$ cat src/rtl/flag_sequencer.sv
// Flag selector with frame-synchronous request queueing, timed auto-advance and a left-to-right wipe.
// color is registered (1 cycle after pix_x); requests are held one-deep until a frame_start in SHOW.
module flag_sequencer #(
    parameter int NUM_FLAGS    = 82,
    parameter int INIT_IDX     = 0,
    parameter int DWELL_FRAMES = 180,
    parameter int WIPE_STEP    = 32,
    parameter int H_ACTIVE     = 640
) (
    input  logic       clk,
    input  logic       rst_n,
    input  logic       frame_start,
    input  logic [9:0] pix_x,
    input  logic       video_active,
    input  logic       next,
    input  logic       prev,
    input  logic       auto_en,
    input  logic       load,
    input  logic [7:0] load_idx,
    input  logic [5:0] cur_color,
    input  logic [5:0] nxt_color,
    output logic [7:0] cur_sel,
    output logic [7:0] nxt_sel,
    output logic [5:0] color,
    output logic       busy,
    output logic [7:0] count
);

    typedef enum logic {SHOW, WIPE} state_t;
    typedef enum logic [1:0] {REQ_NONE, REQ_LOAD, REQ_NEXT, REQ_PREV} req_t;

    localparam logic [7:0]  NUM8       = 8'(NUM_FLAGS);
    localparam logic [7:0]  LAST_IDX   = 8'(NUM_FLAGS - 1);
    localparam logic [7:0]  INIT8      = 8'(INIT_IDX);
    localparam logic [10:0] STEP       = 11'(WIPE_STEP);
    localparam logic [10:0] HACT       = 11'(H_ACTIVE);
    localparam logic [11:0] DWELL_LAST = 12'(DWELL_FRAMES - 1);

    state_t      state, state_d;
    req_t        pend, pend_d;
    logic [7:0]  pend_idx, pend_idx_d;
    logic [7:0]  cur_d, nxt_d;
    logic [10:0] wipe_x, wipe_d, wipe_sum;
    logic [11:0] dwell, dwell_d;
    logic        busy_d;
    logic [7:0]  target;

    assign count = NUM8;

    // Target is resolved against the current selection at apply time, not at capture.
    always_comb begin
        target = cur_sel;
        case (pend)
            REQ_LOAD: target = pend_idx;
            REQ_NEXT: target = (cur_sel == LAST_IDX) ? 8'd0 : cur_sel + 8'd1;
            REQ_PREV: target = (cur_sel == 8'd0) ? LAST_IDX : cur_sel - 8'd1;
            default:  target = cur_sel;
        endcase
    end

    always_comb begin
        state_d    = state;
        pend_d     = pend;
        pend_idx_d = pend_idx;
        cur_d      = cur_sel;
        nxt_d      = nxt_sel;
        wipe_d     = wipe_x;
        dwell_d    = dwell;
        busy_d     = busy;
        wipe_sum   = wipe_x + STEP;

        if (frame_start) begin
            if (state == SHOW) begin
                if (pend != REQ_NONE) begin
                    pend_d = REQ_NONE;
                    if (target != cur_sel) begin
                        dwell_d = '0;
                        if (WIPE_STEP == 0) begin
                            cur_d = target;
                            nxt_d = target;
                        end else begin
                            nxt_d   = target;
                            wipe_d  = STEP;
                            state_d = WIPE;
                            busy_d  = 1'b1;
                        end
                    end
                end else if (auto_en) begin
                    if (dwell == DWELL_LAST) begin
                        pend_d = REQ_NEXT;
                    end else begin
                        dwell_d = dwell + 12'd1;
                    end
                end
            end else begin
                if (wipe_sum >= HACT) begin
                    cur_d   = nxt_sel;
                    wipe_d  = '0;
                    state_d = SHOW;
                    busy_d  = 1'b0;
                end else begin
                    wipe_d = wipe_sum;
                end
            end
        end

        if (!auto_en) begin
            dwell_d = '0;
        end

        // A fresh user request overrides whatever is pending, including an auto-advance.
        if (load) begin
            if (load_idx < NUM8) begin
                pend_d     = REQ_LOAD;
                pend_idx_d = load_idx;
            end
        end else if (next && !prev) begin
            pend_d = REQ_NEXT;
        end else if (prev && !next) begin
            pend_d = REQ_PREV;
        end
    end

    always_ff @(posedge clk or negedge rst_n) begin
        if (!rst_n) begin
            state    <= SHOW;
            pend     <= REQ_NONE;
            pend_idx <= '0;
            cur_sel  <= INIT8;
            nxt_sel  <= INIT8;
            wipe_x   <= '0;
            dwell    <= '0;
            busy     <= 1'b0;
        end else begin
            state    <= state_d;
            pend     <= pend_d;
            pend_idx <= pend_idx_d;
            cur_sel  <= cur_d;
            nxt_sel  <= nxt_d;
            wipe_x   <= wipe_d;
            dwell    <= dwell_d;
            busy     <= busy_d;
        end
    end

    always_ff @(posedge clk or negedge rst_n) begin
        if (!rst_n) begin
            color <= '0;
        end else if (!video_active) begin
            color <= '0;
        end else if (state == WIPE && {1'b0, pix_x} < wipe_x) begin
            color <= nxt_color;
        end else begin
            color <= cur_color;
        end
    end

endmodule
$ cat config.mk
export PLATFORM = sky130hd
export DESIGN_NAME = flag_sequencer
export DESIGN_NICKNAME = d
export VERILOG_FILES = /design/src/rtl/flag_sequencer.sv
export SDC_FILE = /design/constraint.sdc
export NUM_CORES = 1
export LEC_CHECK = 0
export BUFFER_PORTS_ARGS = -buffer_cell sky130_fd_sc_hd__buf_2
export CAP_MARGIN = 25
export CORE_UTILIZATION = 35
export CTS_BUF_LIST = sky130_fd_sc_hd__clkbuf_4
export CTS_CLUSTER_SIZE = 8
export DETAILED_ROUTE_END_ITERATION = 16
export GPL_TIMING_DRIVEN = 0
export PLACE_DENSITY_LB_ADDON = 0.1
export SYNTH_ARGS = -nofsm -noshare
export SYNTH_HDL_FRONTEND = slang
export SYNTH_SLANG_ARGS = --single-unit
$ cat constraint.sdc
create_clock -name clk -period 5.1 [get_ports clk]
set_input_delay 0 -clock clk [delete_from_list [all_inputs] [get_ports clk]]
set_output_delay 0 -clock clk [all_outputs]
set_load 0.01 [all_outputs]
# Word-level counts from Yosys, hierarchy flattened
# Cells that the tools add are included.
# totals
register_bits,57
inputBits,38
out_inout_bits,31
elab_cells,75
# op_classes
add_sub_neg,4
order_cmp,3
n_eq_ne,11
muxes,32
n_bitwise,1
n_reduce_logical,15
# op_table
operator,n
$mux W12,6
$mux W11,4
$pmux W8 S3,1
$mux W2,9
$mux W8,2
$add A12 B1 Y12 const B,1
$eq A12 B8 Y1 const B,1
$mux W6,2
$reduce_and A4 Y1,3
$add A11 B6 Y11 const B,1
$ge A11 B10 Y1 const B,1
$lt A10 B11 Y1,1
$add A8 B1 Y8 const B,1
$eq A8 B7 Y1 const B,1
$logic_not A8 Y1,1
$lt A8 B7 Y1 const B,1
$mux W1,8
$ne A8 B8 Y1,1
$sub A8 B1 Y8 const B,1
$reduce_and A3 Y1,2
$reduce_bool A2 Y1,3
$eq A2 B2 Y1 const B,2
$ne A2 B2 Y1 const B,2
$logic_and A1 B1 Y1,3
other kinds (7),8

# Depth between registers and ports, before layout
# Gate-level depths: netlist of run 1.
# logic_depth
ltp_word,9
mapped_depth,11
mapped_depth_nobuf,9

# Least setup slack after synthesis of run 1
# OpenSTA, ideal clock, no wires.
# synth_timing
path_kind,reg-to-reg
startpoint,reg cur_sel[0]
endpoint,reg nxt_sel[0]
setup_ns,0.125
arrival_time_ns,2.816
required_ns,4.975
setup_slack_ns,2.159
path_stages_with_launch,12
n_path_buf,2
period_less_slack_ns,2.941
path_cell_list,dfrtp_1 clkbuf_1 inv_1 ha_1 nor3b_2 a21oi_1 a221oi_1 a211oi_1 and4_4 buf_6 a21oi_4 mux2_2
# synth_via
elab_chain_len,5
word_cells_on_any_way,9
cone_classes,2 x add/sub; 2 x eq/ne; 3 x mux; 2 x reduce/logical
# synth_lines
item,line_no,text
"start, declared",22,"output logic [7:0] cur_sel,"
"start signal, assigned",138,cur_sel <= cur_d;
$sub A8 B1 Y8 (tied with other cells),56,REQ_PREV: target = (cur_sel == 8'd0) ? LAST_IDX : cur_sel - 8'd1;
"$mux W8, on equally long branches","56, 55",
$pmux W8 S3,53,case (pend)
$ne A8 B8 Y1,76,if (target != cur_sel) begin
$reduce_and A4 Y1 (no line),-,
"end signal, assigned",139,nxt_sel <= nxt_d;
"end, declared",23,"output logic [7:0] nxt_sel,"
# Several ways; a longest one is shown, not always the timed one.
# A chain may end at the register's enable or synchronous reset.

# Final worst setup path of run 1
# layout_timing
startpoint,reg cur_sel[0]
endpoint,reg dwell[1]
# layout_via
elab_chain_len,6
word_cells_on_any_way,10
cone_classes,2 x add/sub; 3 x eq/ne; 3 x mux; 2 x reduce/logical
# layout_lines
item,line_no,text
$sub A8 B1 Y8 (tied with other cells),56,
"$mux W8, on equally long branches","56, 55",
$pmux W8 S3,53,
$ne A8 B8 Y1 (*),76,
$ne A3 B2 Y1 (no line) (*),-,
$reduce_and A4 Y1 (no line) (*),-,
"end signal, assigned",141,dwell <= dwell_d;
"end, declared",44,"logic [11:0] dwell, dwell_d;"
# Every way passes the cells marked *; elsewhere a longest branch is shown, timed or not.

==> impl_metrics.py, run 1 <==
metrics = {
    "placed_design": {
        "preCtsSetupSlack_ns": 1.50,
        "dp_hpwl_mm": 7.07,
        "port-buffer-count": 54,
        "gp_routability_congestion": 0.894,
    },
    "synthesis": {
        "synth.cell_area_um2": 3550,
        "netlist_instances": 404,
        "synthesis.yosys.warnings": 0,
        "synth_seq_cells": 52,
        "synth_area_per_cell_um2": 8.80,
        "dominantRegCellSynth": "dfrtp_1",
        "yosysSeqAreaShare": 0.366,
        "asyncSetResetFlopFracSynth": 1.00,
        "synth-edff-count": 0,
        "cell_variety_after_synth": 63,
    },
    "clocking": {
        "clk_pin_slew_ns": 0.18,
        "cts_inserted_buffers": 5,
        "root_buffer": "clkbuf_4",
        "cts-htree-levels": 2,
        "cts_setup_buffers": 0,
        "clk_path_buf_depth": 2,
        "tritoncts_clock_tree": "built",
        "clock_latency_ns": 0.40,
        "cts.sink_count": 52,
    },
    "drt": {
        "drt_iter0_drc": 196,
        "wl_per_cell_um": 15.2,
        "routed-via-count": 3390,
        "route.detailed.vias_per_inst": 5.36,
        "detail-route-antenna-nets": 0,
        "detail_route.wirelength_mm": 9.59,
        "remaining_drc_errors": 0,
        "drt-pass1-iter-count": 4,
    },
    "sta": {
        "layout_min_cycle_time_ns": 3.72,
        "post_route_skew_ns": 0.0219,
        "max_clock_freq_ghz": 0.269,
        "final_report_setup_violation_count": 0,
        "setup_slack_ns": 1.38,
        "maxSlewViolCount": 0,
        "setup_tns_ns": 0,
        "final_min_period_over_clock_period": 0.729,
        "timing.final.hold_violations": 0,
        "unrepaired_setup_endpoints_after_global_routing": "false",
        "tightest_slew_ns": 0.890,
        "post_route_worst_hold_slack_ns": 0.0211,
        "relSlewSlack": 0.401,
    },
    "grt": {
        "antenna_found_initial": 0,
        "grt_remaining_overflow": 0,
        "first_pass_grt_wire_length_mm": 15.7,
        "grt_start_max_net_pins": 38,
        "grt_pass1_vias": 3215,
        "grt_use_total": 0.191,
    },
    "power_and_ir_drop": {
        "power.share.switching": 0.469,
        "power.density_cell_area_nw_per_um2": 462,
        "p_seq_frac": 0.314,
        "leakage_nw": 1.88,
        "power.switching_mw": 0.944,
        "cellInternalPower_mw": 1.07,
        "max-vdd-ir-drop_mv": 0.259,
        "report.power.total_mw": 2.01,
        "combinationalPowerShare": 0.582,
        "clkPwrFrac": 0.105,
    },
    "layout": {
        "nNetsFinal": 546,
        "layout-area-overhead-vs-synth_pct": 22.6,
        "mostFrequentLayoutCell": "buf_2",
        "filler_instances": 1038,
        "antenna_cells_inserted": 0,
        "commonest_cells_after_routing_fill_and_taps_aside": "buf_2, dfrtp_1, nand2_1",
        "drive_above_1_share": 0.228,
    },
    "worst_setup_path": {
        "reg2reg_setup_slack_ns": 1.38,
        "crit_required_ns": 5.41,
        "crit_fanout": 10,
        "critical_path_start_type": "flip-flop",
        "critPathKind": "flip-flop to flip-flop",
        "worst-endpoint-arrival_ns": 4.03,
        "worstSetupEndpointType": "flip-flop",
    },
    "run_status": {
        "run_status": "finished, final reports clean",
    },
    "die": {
        "core-area_um2": 9820,
        "die-area_um2": 10600,
        "die_width_um": 103,
        "rows": 36,
        "floorplan.initialDensity": 0.362,
        "fp.dieH_um": 103,
        "io_pins": 69,
    },
    "hold_path": {
        "hold_path.class": "primary input to flip-flop",
    },
    "job": {
        "max-cap-violations": 0,
    },
}
==> worst max-delay path, stage by stage (launching register included) <==
cell and delay [ns]:
dfrtp_1 0.47, clkbuf_1 0.25, inv_1 0.16, ha_1 0.30
nor3b_2 0.49, a21oi_1 0.29, a221oi_1 0.43, o21ai_1 0.21
nor4_4 0.58, nand2_2 0.18, a311oi_1 0.28
==> routing by layer <==
layer / vias to the layer above / track usage / share of wire
met4: 0 / 0.0574 / 0.013
met1: 1631 / 0.258 / 0.45
met3: 13 / 0.0353 / 0.050
met2: 91 / 0.312 / 0.49
li1: 1655 / - / -
met5: - / 0 / 0
==> sequential cells by signal, summed over array words and instances (netlist names) <==
name      count
dwell        12
cur_sel       8
nxt_sel       8
pend_idx      8
color         6
wipe_x        6
pend          2
busy          1
state         1
==> per-stage QoR <==
stage / cells / area, um2 / utilization
2_1_floorplan: 410 / 3580 / -
3_3_place_gp: 597 / 4010 / 0.409
3_5_place_dp: 598 / 4030 / 0.411
4_1_cts: 632 / 4360 / 0.444
5_1_grt: 632 / 4360 / 0.444
6_report: 632 / 4360 / 0.444
==> power by group through the flow <==
| stage | Clock, mW | Combinational [mW] | Sequential, mW |
|---|---|---|---|
| floorplan | 0 | 0.775 | 0.657 |
| global placement | 0 | 1.13 | 0.639 |
| detailed placement | 0 | 1.14 | 0.640 |
| CTS | 0.220 | 1.17 | 0.632 |
| global route | 0.236 | 1.29 | 0.649 |
| finish | 0.211 | 1.17 | 0.632 |
==> worst paths after layout <==
path                             startpoint          end  depth (start not counted)
worst max-delay path             cur_sel[0]     dwell[1]                         10
min in group asynchronous             rst_n  pend_idx[6]                          2
worst min register to register  pend_idx[7]  pend_idx[7]                          1
max in group asynchronous             rst_n    wipe_x[9]                          3
worst max register to register   cur_sel[0]     dwell[1]                         10
worst min-delay path            frame_start    wipe_x[6]                          3
==> what timing repair did <==
| action | CTS | global route |
|---|---|---|
| endpoints found under the hold margin | 71 | 0 |
| gates resized for setup | 0 | 0 |
| hold buffers | 26 | 0 |
==> cell type report <==
cell class | count | area, um2 | area share
clock inverter | 3 | 25.0 | 0.00574
sequential | 52 | 1300 | 0.299
clock buffer | 5 | 37.5 | 0.00862
multi-input combinational | 306 | 2030 | 0.467
buffer | 29 | 155 | 0.0356
timing repair buffer | 81 | 551 | 0.126
inverter | 23 | 86.3 | 0.0198
tap | 133 | 166 | 0.0382
==> synth_stat cells, drive strengths merged, types with 3 or more instances <==
library cell,count,area share
nand2,44,0.047
ha,10,0.035
buf,17,0.031
nand4,4,0.0070
or3,4,0.0070
nand3b,3,0.0063
a21oi,23,0.036
mux2,21,0.067
clkbuf,12,0.013
nor3b,4,0.0099
a21o,3,0.0063
xnor2,4,0.0099
or4,5,0.013
a211oi,8,0.017
nand2b,4,0.0070
nand3,14,0.020
o31ai,3,0.0077
o21a,3,0.0063
nor2,27,0.029
inv,23,0.024
mux2i,11,0.031
dfrtp,52,0.37
nor2b,6,0.011
o21ai,31,0.044
a31oi,7,0.012
o221ai,4,0.0099
and2,3,0.0053
nor3,5,0.0070
a311oi,4,0.0099
nor4,9,0.020
a221oi,9,0.022
or2,3,0.0053
==> cells by family (layout without fill, tap and decap cells) <==
logic type | count (synthesis) | count (layout) | share of synthesized area
xor gates and xnor gates | 5 | 5 | 0.0123
other | 2 | 8 | 0.00211
muxes | 32 | 32 | 0.0975
DFF | 52 | 52 | 0.366
AOI/OAI and AO/OA | 108 | 108 | 0.202
adders and majority gates | 10 | 10 | 0.0352
and+or+nand+nor | 143 | 143 | 0.216
buffers and inverters | 52 | 141 | 0.0679
No activity file was read; power rests on OpenSTA's default activity.
==> inputs of run 2 (changes only) <==
==> constraint.sdc (replaced) <==
create_clock -name clk -period 3.8 [get_ports clk]
set_input_delay 0 -clock clk [delete_from_list [all_inputs] [get_ports clk]]
set_output_delay 0 -clock clk [all_outputs]
set_load 0.01 [all_outputs]
==> run 2 against run 1 <==
Net effect: register-to-register slack lost 1.1 ns; clock skew shrank 0.0079 ns; utilization grew 0.064 points; worst hold slack lost 0.0053 ns; critical path depth grew 1; cell count is the same; non-clock buffer count is the same; wire length is essentially flat; count of clock-buffer cells in the layout is the same; sequential power grew 35%.
==> impl_metrics.py, run 2 (synthesis results as in run 1) <==
metrics = {
    "grt": {
        "first_pass_grt_wire_length_mm": 15.7,
        "grt_pass1_vias": 3215,
        "grt_start_max_net_pins": 38,
        "grt_remaining_overflow": 0,
        "antenna_found_initial": 0,
        "grt_use_total": 0.191,
    },
    "hold_path": {
        "hold_path.class": "primary input to flip-flop",
        "worstHoldPathCells": 3,
    },
    "layout": {
        "stdcell_area_um2": 4360,
        "antenna_cells_inserted": 0,
        "top_register": "dwell",
        "post_layout_nonfiller_instances": 632,
        "post-route-util": 0.444,
        "nNetsFinal": 546,
        "mostFrequentLayoutCell": "buf_2",
        "drive_above_1_share": 0.228,
        "commonest_cells_after_routing_fill_and_taps_aside": "buf_2, dfrtp_1, nand2_1",
        "layout-area-overhead-vs-synth_pct": 22.7,
        "largest_register_ff_count": 12,
    },
    "sta": {
        "tightest_slew_ns": 0.888,
        "timing.final.hold_violations": 0,
        "layout_min_cycle_time_ns": 3.57,
        "post_route_skew_ns": 0.0140,
        "setup_tns_ns": 0,
        "setup_slack_ns": 0.232,
        "final_min_period_over_clock_period": 0.939,
        "post_route_worst_hold_slack_ns": 0.0158,
        "maxSlewViolCount": 0,
        "unrepaired_setup_endpoints_after_global_routing": "false",
        "max_clock_freq_ghz": 0.280,
        "final_report_setup_violation_count": 0,
        "relSlewSlack": 0.402,
    },
    "die": {
        "io_pins": 69,
        "core-area_um2": 9820,
        "rows": 36,
        "die-area_um2": 10600,
        "fp.dieH_um": 103,
        "die_width_um": 103,
        "floorplan.initialDensity": 0.362,
    },
    "placed_design": {
        "dp_hpwl_mm": 7.07,
        "port-buffer-count": 54,
        "dp.cells": 598,
        "gp_routability_congestion": 0.894,
        "post_dp_cell_area_um2": 4030,
        "preCtsSetupSlack_ns": 0.199,
    },
    "drt": {
        "route.detailed.vias_per_inst": 5.33,
        "drt-pass1-iter-count": 4,
        "wl_per_cell_um": 15.2,
        "detail-route-antenna-nets": 0,
        "detail_route.wirelength_mm": 9.58,
        "remaining_drc_errors": 0,
        "routed-via-count": 3369,
        "drt_iter0_drc": 189,
    },
    "worst_setup_path": {
        "crit_fanout": 10,
        "r2r_cells": 11,
        "crit_required_ns": 4.10,
        "critical_path_start_type": "flip-flop",
        "worst-endpoint-arrival_ns": 3.87,
        "critPathKind": "flip-flop to flip-flop",
        "worstSetupEndpointType": "flip-flop",
    },
    "run_status": {
        "run_status": "finished, final reports clean",
    },
    "clocking": {
        "clk_pin_slew_ns": 0.18,
        "clock_latency_ns": 0.39,
        "clk_path_buf_depth": 2,
        "cts.sink_count": 52,
        "cts-htree-levels": 2,
        "cts_inserted_buffers": 5,
        "tritoncts_clock_tree": "built",
        "root_buffer": "clkbuf_4",
    },
    "job": {
        "max-cap-violations": 0,
    },
    "power_and_ir_drop": {
        "power.density_cell_area_nw_per_um2": 621,
        "report.power.total_mw": 2.71,
        "max-vdd-ir-drop_mv": 0.351,
        "leakage_nw": 1.88,
    },
}
-- run 2: cell counts in the layout (fill, tap and decap cells not counted) --
Identical to the previous run, type by type.
-- run 2: report_power, final --
group	internal, mW	total, mW	switching [mW]	leakage (nW)
Combinational	0.656	1.58	0.920	1.19
Clock	0.0773	0.283	0.205	0.0322
Sequential	0.706	0.851	0.145	0.659
-- run 2: final cells by class --
class                      count  area [um2]
fill                        1039        5460
multi-input combinational    306        2040
sequential                    52        1300
timing repair buffer          81         551
tap                          133         166
buffer                        29         155
inverter                      23        86.3
clock buffer                   5        37.5
clock inverter                 3        25.0
-- run 2: final timing paths --
| path | from | to | slack (ns) |
|---|---|---|---|
| worst min-delay path | frame_start | wipe_x[6] | 0.02 |
| min in group asynchronous | rst_n | pend_idx[6] | 0.04 |
| worst min register to register | pend_idx[7] | pend_idx[7] | 0.51 |
| worst max-delay path | cur_sel[0] | nxt_sel[1] | 0.23 |
| max in group asynchronous | rst_n | wipe_x[9] | 3.22 |
| worst max register to register | cur_sel[0] | nxt_sel[1] | 0.23 |
-- run 2: worst max-delay path, stage by stage (launching register included) --
cell,delay (ns)
dfrtp_1,0.47
clkbuf_1,0.25
inv_1,0.16
ha_1,0.30
nor3b_4,0.40
a21oi_1,0.25
a221oi_1,0.48
a211oi_1,0.09
and4_4,0.21
buf_6,0.14
a21oi_4,0.33
mux2_2,0.38
-- run 2: routing by layer --
layer | GRT usage | up-vias | share of wire
met5 | 0 | - | 0
met4 | 0.0574 | 0 | 0.010
met3 | 0.0353 | 9 | 0.044
met2 | 0.312 | 73 | 0.49
met1 | 0.258 | 1634 | 0.46
li1 | - | 1653 | -
-- run 2: timing repair --
action	in CTS	in global routing
hold endpoints to repair	71	0
endpoints found under the setup margin	0	22
resized for setup	0	1
hold buffers	26	0
setup buffers	0	0
